$ cat src/rtl/vga_pkg.sv
// Shared VGA definitions: default 800x600 mode timing and lock FSM encodings.
// The timing generator uses the same constants as its parameter defaults.
package vga_pkg;

    localparam int MODE_H_ACTIVE = 800;
    localparam int MODE_H_SYNC   = 128;
    localparam int MODE_H_BACK   = 88;
    localparam int MODE_H_TOTAL  = 1056;
    localparam int MODE_V_ACTIVE = 600;
    localparam int MODE_V_SYNC   = 4;
    localparam int MODE_V_BACK   = 23;
    localparam int MODE_V_TOTAL  = 628;

    localparam int DEFAULT_LOCK_FRAMES = 2;

    typedef logic [1:0] lock_state_t;

    localparam lock_state_t SEARCH = 2'd0;
    localparam lock_state_t VERIFY = 2'd1;
    localparam lock_state_t LOCKED = 2'd2;

endpackage

$ cat src/rtl/vga_sync_meas.sv
// One sync channel: polarity normalisation, leading-edge detect, saturating
// position counter and period measurement with first-measurement discard.
module vga_sync_meas #(
    parameter int W           = 12,
    parameter bit ACTIVE_HIGH = 1'b1
) (
    input  logic         clk,
    input  logic         rst_n,
    input  logic         pix_en,
    input  logic         step,
    input  logic         sync_raw,
    input  logic         inc,
    input  logic         rearm,
    output logic [W-1:0] cnt,
    output logic [W-1:0] len,
    output logic [W-1:0] meas,
    output logic         sync_edge,
    output logic         meas_valid
);

    logic sync_norm;
    logic smp;
    logic prev;
    logic first;

    assign sync_norm  = ACTIVE_HIGH ? sync_raw : ~sync_raw;
    assign sync_edge  = step & smp & ~prev;
    assign meas       = cnt + W'(1);
    assign meas_valid = sync_edge & ~first;

    always_ff @(posedge clk or negedge rst_n) begin
        if (!rst_n) begin
            smp   <= 1'b0;
            prev  <= 1'b0;
            cnt   <= '0;
            len   <= '0;
            first <= 1'b1;
        end else begin
            if (pix_en)
                smp <= sync_norm;
            if (step) begin
                prev <= smp;
                if (sync_edge) begin
                    cnt <= '0;
                    len <= meas;
                end else if (inc && cnt != '1) begin
                    cnt <= cnt + W'(1);
                end
            end
            // The length register still updates on a discarded measurement.
            if (rearm)
                first <= 1'b1;
            else if (sync_edge)
                first <= 1'b0;
        end
    end

endmodule

$ cat src/rtl/vga_capture.sv
// VGA timing receiver: recovers pixel position, measures line/frame length,
// locks against the expected mode and emits a per-pixel valid stream.
module vga_capture
    import vga_pkg::*;
#(
    parameter int H_ACTIVE         = MODE_H_ACTIVE,
    parameter int H_SYNC           = MODE_H_SYNC,
    parameter int H_BACK           = MODE_H_BACK,
    parameter int H_TOTAL          = MODE_H_TOTAL,
    parameter int V_ACTIVE         = MODE_V_ACTIVE,
    parameter int V_SYNC           = MODE_V_SYNC,
    parameter int V_BACK           = MODE_V_BACK,
    parameter int V_TOTAL          = MODE_V_TOTAL,
    parameter bit SYNC_ACTIVE_HIGH = 1'b1,
    parameter int LOCK_FRAMES      = DEFAULT_LOCK_FRAMES
) (
    input  logic        clk_i,
    input  logic        rst_n_i,
    input  logic        pix_en_i,
    input  logic        hsync_i,
    input  logic        vsync_i,
    input  logic [3:0]  red_i,
    input  logic [3:0]  green_i,
    input  logic [3:0]  blue_i,
    output logic [10:0] x_o,
    output logic [10:0] y_o,
    output logic [3:0]  red_o,
    output logic [3:0]  green_o,
    output logic [3:0]  blue_o,
    output logic        pix_valid_o,
    output logic        frame_start_o,
    output logic        locked_o,
    output logic        err_o,
    output logic [11:0] h_total_o,
    output logic [10:0] v_total_o
);

    localparam logic [11:0] H_START = 12'(H_SYNC + H_BACK);
    localparam logic [11:0] H_END   = 12'(H_SYNC + H_BACK + H_ACTIVE);
    localparam logic [10:0] V_START = 11'(V_SYNC + V_BACK);
    localparam logic [10:0] V_END   = 11'(V_SYNC + V_BACK + V_ACTIVE);

    logic        a_en;
    logic [11:0] a_rgb;
    logic        b_en;
    logic [11:0] b_rgb;

    logic [11:0] h_cnt;
    logic [11:0] h_meas;
    logic        h_edge;
    logic        h_meas_valid;
    logic [10:0] v_cnt;
    logic [10:0] v_meas;
    logic        v_edge;
    logic        v_meas_valid;

    lock_state_t state;
    logic [7:0]  good;
    logic [7:0]  good_next;
    logic        frame_bad;
    logic        sync_lost;
    logic        h_bad;
    logic        frame_ok;

    logic        in_window;
    logic [11:0] h_off;
    logic [10:0] v_off;

    // Stage A: input sample; the sync samples live inside the measurement units.
    always_ff @(posedge clk_i or negedge rst_n_i) begin
        if (!rst_n_i) begin
            a_en  <= 1'b0;
            a_rgb <= '0;
            b_en  <= 1'b0;
            b_rgb <= '0;
        end else begin
            a_en <= pix_en_i;
            if (pix_en_i)
                a_rgb <= {red_i, green_i, blue_i};
            b_en  <= a_en;
            b_rgb <= a_rgb;
        end
    end

    vga_sync_meas #(
        .W           (12),
        .ACTIVE_HIGH (SYNC_ACTIVE_HIGH)
    ) u_hmeas (
        .clk        (clk_i),
        .rst_n      (rst_n_i),
        .pix_en     (pix_en_i),
        .step       (a_en),
        .sync_raw   (hsync_i),
        .inc        (1'b1),
        .rearm      (sync_lost),
        .cnt        (h_cnt),
        .len        (h_total_o),
        .meas       (h_meas),
        .sync_edge  (h_edge),
        .meas_valid (h_meas_valid)
    );

    vga_sync_meas #(
        .W           (11),
        .ACTIVE_HIGH (SYNC_ACTIVE_HIGH)
    ) u_vmeas (
        .clk        (clk_i),
        .rst_n      (rst_n_i),
        .pix_en     (pix_en_i),
        .step       (a_en),
        .sync_raw   (vsync_i),
        .inc        (h_edge),
        .rearm      (sync_lost),
        .cnt        (v_cnt),
        .len        (v_total_o),
        .meas       (v_meas),
        .sync_edge  (v_edge),
        .meas_valid (v_meas_valid)
    );

    // An hsync edge arriving on the saturated count is a resync, not a loss.
    assign sync_lost = (h_cnt == '1) && !h_edge;
    assign h_bad     = h_meas_valid && (h_meas != 12'(H_TOTAL));
    assign frame_ok  = v_meas_valid && (v_meas == 11'(V_TOTAL)) && !frame_bad && !h_bad;
    assign good_next = good + 8'd1;
    assign locked_o  = (state == LOCKED);

    always_ff @(posedge clk_i or negedge rst_n_i) begin
        if (!rst_n_i) begin
            state     <= SEARCH;
            good      <= '0;
            frame_bad <= 1'b0;
            err_o     <= 1'b0;
        end else begin
            err_o <= 1'b0;
            if (sync_lost) begin
                state     <= SEARCH;
                good      <= '0;
                frame_bad <= 1'b0;
            end else begin
                if (v_edge)
                    frame_bad <= 1'b0;
                else if (h_bad)
                    frame_bad <= 1'b1;
                case (state)
                    SEARCH: begin
                        if (v_edge) begin
                            state <= VERIFY;
                            good  <= '0;
                        end
                    end
                    VERIFY: begin
                        if (v_edge) begin
                            if (frame_ok) begin
                                good <= good_next;
                                if (good_next >= 8'(LOCK_FRAMES))
                                    state <= LOCKED;
                            end else begin
                                good <= '0;
                            end
                        end
                    end
                    LOCKED: begin
                        if (h_bad || (v_edge && !frame_ok)) begin
                            err_o <= 1'b1;
                            state <= VERIFY;
                            good  <= '0;
                        end
                    end
                    default: state <= SEARCH;
                endcase
            end
        end
    end

    assign in_window = (h_cnt >= H_START) && (h_cnt < H_END) &&
                       (v_cnt >= V_START) && (v_cnt < V_END);
    assign h_off     = h_cnt - H_START;
    assign v_off     = v_cnt - V_START;

    always_ff @(posedge clk_i or negedge rst_n_i) begin
        if (!rst_n_i) begin
            x_o           <= '0;
            y_o           <= '0;
            red_o         <= '0;
            green_o       <= '0;
            blue_o        <= '0;
            pix_valid_o   <= 1'b0;
            frame_start_o <= 1'b0;
        end else begin
            pix_valid_o   <= 1'b0;
            frame_start_o <= 1'b0;
            if (b_en && in_window && state == LOCKED) begin
                pix_valid_o   <= 1'b1;
                frame_start_o <= (h_off == '0) && (v_off == '0);
                x_o           <= h_off[10:0];
                y_o           <= v_off;
                red_o         <= b_rgb[11:8];
                green_o       <= b_rgb[7:4];
                blue_o        <= b_rgb[3:0];
            end
        end
    end

endmodule

$ cat config.mk
export PLATFORM = sky130hd
export DESIGN_NAME = vga_capture
export DESIGN_NICKNAME = d
export VERILOG_FILES = /design/src/rtl/vga_pkg.sv /design/src/rtl/vga_sync_meas.sv /design/src/rtl/vga_capture.sv
export SDC_FILE = /design/constraint.sdc
export NUM_CORES = 1
export LEC_CHECK = 0
export CAP_MARGIN = 20
export CORE_MARGIN = 2
export CORE_UTILIZATION = 50
export CTS_BUF_LIST = sky130_fd_sc_hd__clkbuf_8
export DETAILED_ROUTE_END_ITERATION = 10
export GPL_ROUTABILITY_DRIVEN = 0
export PLACE_DENSITY = 0.8
export SETUP_SLACK_MARGIN = 0.3
export SLEW_MARGIN = 5
export SYNTH_ARGS = -nofsm -noshare
export SYNTH_HDL_FRONTEND = slang
export SYNTH_SLANG_ARGS = --single-unit
export TNS_END_PERCENT = 20
$ cat constraint.sdc
create_clock -name clk_i -period 3.1 [get_ports clk_i]
set_clock_uncertainty 0.05 [all_clocks]
set_input_delay 0.62 -clock clk_i [delete_from_list [all_inputs] [get_ports clk_i]]
set_output_delay 0.62 -clock clk_i [all_outputs]
set_load 0.1 [all_outputs]
==> summary.txt <==
Logic synthesis
  • Synthesized cell area: between 6000 and 7000 µm²
  • EDFF count, synth: 0
  • Multiplexer area fraction after synthesis: 6.80%
  • Synth top area cells: dfrtp_1 51%, nand2_1 4.7%, xor2_1 3.6%
  • Synth Register Bits: 126
  • Post-synth ARST share: 100%
  • Xor and xnor fraction of the mapped netlist area: 5.77%
  • Most used DFF post-synth: dfrtp_1
  • Yosys warns: 0
  • Top-area cell type share of the netlist area: 51.1%
  • Post-synthesis compound-gate area fraction: 11.8%
  • Syn nets: 632
  • Synth Area in Simple Gates: between 10% and 20%
  • Avg Cell Area, Syn: 10.0 µm²
  • Post-Synthesis Cells: 607
  • Seq/Total Area, Yosys: 51.9%
  • Synth unique cells: 60
  • Adder-cell share of the synthesized area: ~1.6%
  • Largest family of logic cells by synthesized area: simple AND/OR/NAND/NOR gates
  • Post-synth top area cell: dfrtp_1

Clock tree
  • CTS tree: done
  • Worst skew pair latency: 440 ps
  • Htree depth: 4
  • CTS Hold Bufs: 0
  • CTS buffer count: 17
  • Clk slew on worst S/H paths: about 70 ps
  • CTS sink count: between 100 and 150
  • Clock Tree Buf Depth: 2
  • Clock root buffer master: clkbuf_8

Worst setup path
  • Worst Setup Path Type: flop to flop
  • CP arrival: approximately 2900 ps
  • Crit path max-delay family: simple AND/OR/NAND/NOR gates
  • Largest stage delay, worst path: around 630 ps
  • CP startpoint kind: flop
  • CP Buf/Inv Count: 1
  • Crit-path max FO: 14
  • Critical-path cell with the highest stage delay: dfrtp_1
  • Cell Chain, Critical Path: nand3_4 > or4_4 > a22oi_2 > o2111ai_2 > and2_4 > a211oi_4 > buf_4 > o2bb2ai_1
  • CP required: 3420 ps
  • Kind of end point of the critical path: flop

Drt
  • Antenna-violating nets left: 0
  • DR WL met3: between 800 and 900 µm
  • 1st-iter DRT viols: between 300 and 400
  • M1 WL: 5710 µm
  • Wire length on met2: ~6300 µm
  • WL per Instance: between 15 and 20 µm
  • Total routed wirelength: 13300 µm
  • Post-DR vias/cell: roughly 5.7
  • Max layer used: met4
  • 1st-pass router iterations: 5
  • Post-route DRC: 0
  • Vias: 4756

Floorplanning
  • Initial Util: 51.0%
  • Vert. Die Dim: approximately 110 µm
  • Io pins: 78
  • DIE AREA: 13000 µm²
  • Rows: 40
  • Die X-Extent: 114 µm
  • Core Box Area: 11900 µm²

Timing
  • Hold WS: 231 ps
  • Setup violations, final: 0
  • Max_slew headroom: between 40 and 50%
  • RSZ-0062 raised after global routing: false
  • Slew @ Worst Pin: 828 ps
  • Total negative slack: 0 ps
  • Hold Violations, Final: 0
  • Fin crit period: between 2000 and 3000 ps
  • Fin. max-slew vios: 0
  • Fin crit share: a little over four fifths
  • Maximum clock frequency: between 300 and 400 MHz

Finish
  • Sequential Area: around 3200 µm²
  • Post-route design area: 7210 µm²
  • Area grow syn2layout: 18.7%
  • Commonest non-fill, non-tap cell in the layout: dfrtp_1
  • Most frequent cells in the layout: 117 x dfrtp_1, 75 x nand2_1, 72 x buf_4
  • Multi-input combinational cell area: between 2000 and 3000 µm²
  • Inserted Diodes: 0
  • Share of cells above drive strength 1: roughly a fifth
  • Post-route insts no fill: 830
  • Nets@finish: 695
  • Fillers: 996

Pwr
  • PD cells: around 600 nW/µm²
  • Max VDD drop: 0.340 mV
  • P_leak: approximately 3.3 nW

Status
  • Status: finished, final reports clean

Global routing
  • Largest net degree at the start of global routing: 127
  • Number of global-route vias before repair: 4580
  • Gr ovfl total: 0
  • Antenna violations before repair: 0
  • First-pass GRT wire length: approximately 22000 µm
  • GRT Util Overall: 21.9%

Placed design
  • DP Area: 6780 µm²
  • # port buffers: between 70 and 80
  • Cells after DPL: 797
  • Final HPWL DP: 9190 µm

Worst hold path
  • Worst hold path type: input port to async pin

Job
  • Max-cap violations: 0
-- final timing paths --
kind	depth (start not counted)	endpoint	slack, ps	start
worst min-delay path	2	a_rgb[2]	230	rst_n_i
min in group clk_i	0	b_rgb[3]	320	a_rgb[3]
max in group asynchronous	2	u_vmeas.cnt[2]	2280	rst_n_i
worst min register to register	0	b_rgb[3]	320	a_rgb[3]
worst max-delay path	8	good[1]	520	u_hmeas.cnt[6]
worst max register to register	8	good[1]	520	u_hmeas.cnt[6]
-- logic make-up (layout without fill, tap and decap cells) --
group	count (synthesis)	in the layout
buf+inv	54	130
mux	37	37
fa+ha+maj	8	8
compound gates	116	116
xor+xnor	40	40
flops	126	126
simple gates	226	226
-- per-layer routing --
layer,global-route usage [%],vias to the layer above
li1,-,2228
met5,0,-
met3,6.03,38
met4,11.9,0
met2,33.5,182
met1,28.4,2308
-- stage by stage --
step           util (%)  total power, mW  setup WS, ps
2_1_floorplan         -             2.68           660
3_3_place_gp       56.9             2.93           470
3_5_place_dp       56.9             2.96           351
4_1_cts            60.2             4.40           322
5_1_grt            60.5             4.59           307
6_report           60.5             4.38           516
-- timing repair --
action | CTS | global route
gates resized for setup | 0 | 12
endpoints found under the setup margin | 0 | 8
buffers inserted | 0 | 1
-- worst reg2reg max path, stage by stage, from the launching register on --
cell and delay (ps):
dfrtp_1 630, nand3_4 190, or4_4 560, a22oi_2 200, o2111ai_2 160, and2_4 220, a211oi_4 180, buf_4 190
o2bb2ai_1 120
-- layout make-up --
class	count	share of cell area, %
well taps	147	2.55
repair buffers	88	9.85
clock buffers	19	3.63
multi-input cells	427	37.7
flip-flops and latches	126	43.9
clock inverters	13	1.84
inverters	10	0.520
-- cell usage after synthesis (all sizes together), types with 3 or more instances --
library cell	instances
nand2b	10
xnor2	15
and4	3
or4	4
nor3	13
xor2	25
dfrtp	124
clkbuf	30
ha	8
a21o	9
mux2	34
o21ai	54
nor2	52
nor4	6
buf	14
and2	7
nand3b	4
nand4	16
o31ai	7
mux2i	3
nand3	13
a211oi	3
a31oi	7
inv	10
a21oi	18
or2	3
nand2	76
and3	4
or3	7
-- flip-flops by register name, summed over array words and instances, names as in the netlist, 2 cells and up --
register and cells:
u_vmeas.len 11, u_vmeas.cnt 11, u_hmeas.cnt 12, red_o 4
b_rgb 12, y_o 11, a_rgb 12, state 2
u_hmeas.len 12, green_o 4, x_o 11, good 8
blue_o 4
-- where the power goes --
part | internal, mW | switching [mW]
combinational | 0.268 | 0.751
sequential | 1.78 | 0.155
clock | 0.814 | 0.609
total | 2.87 | 1.51
Power figures use the tool's default switching activity.
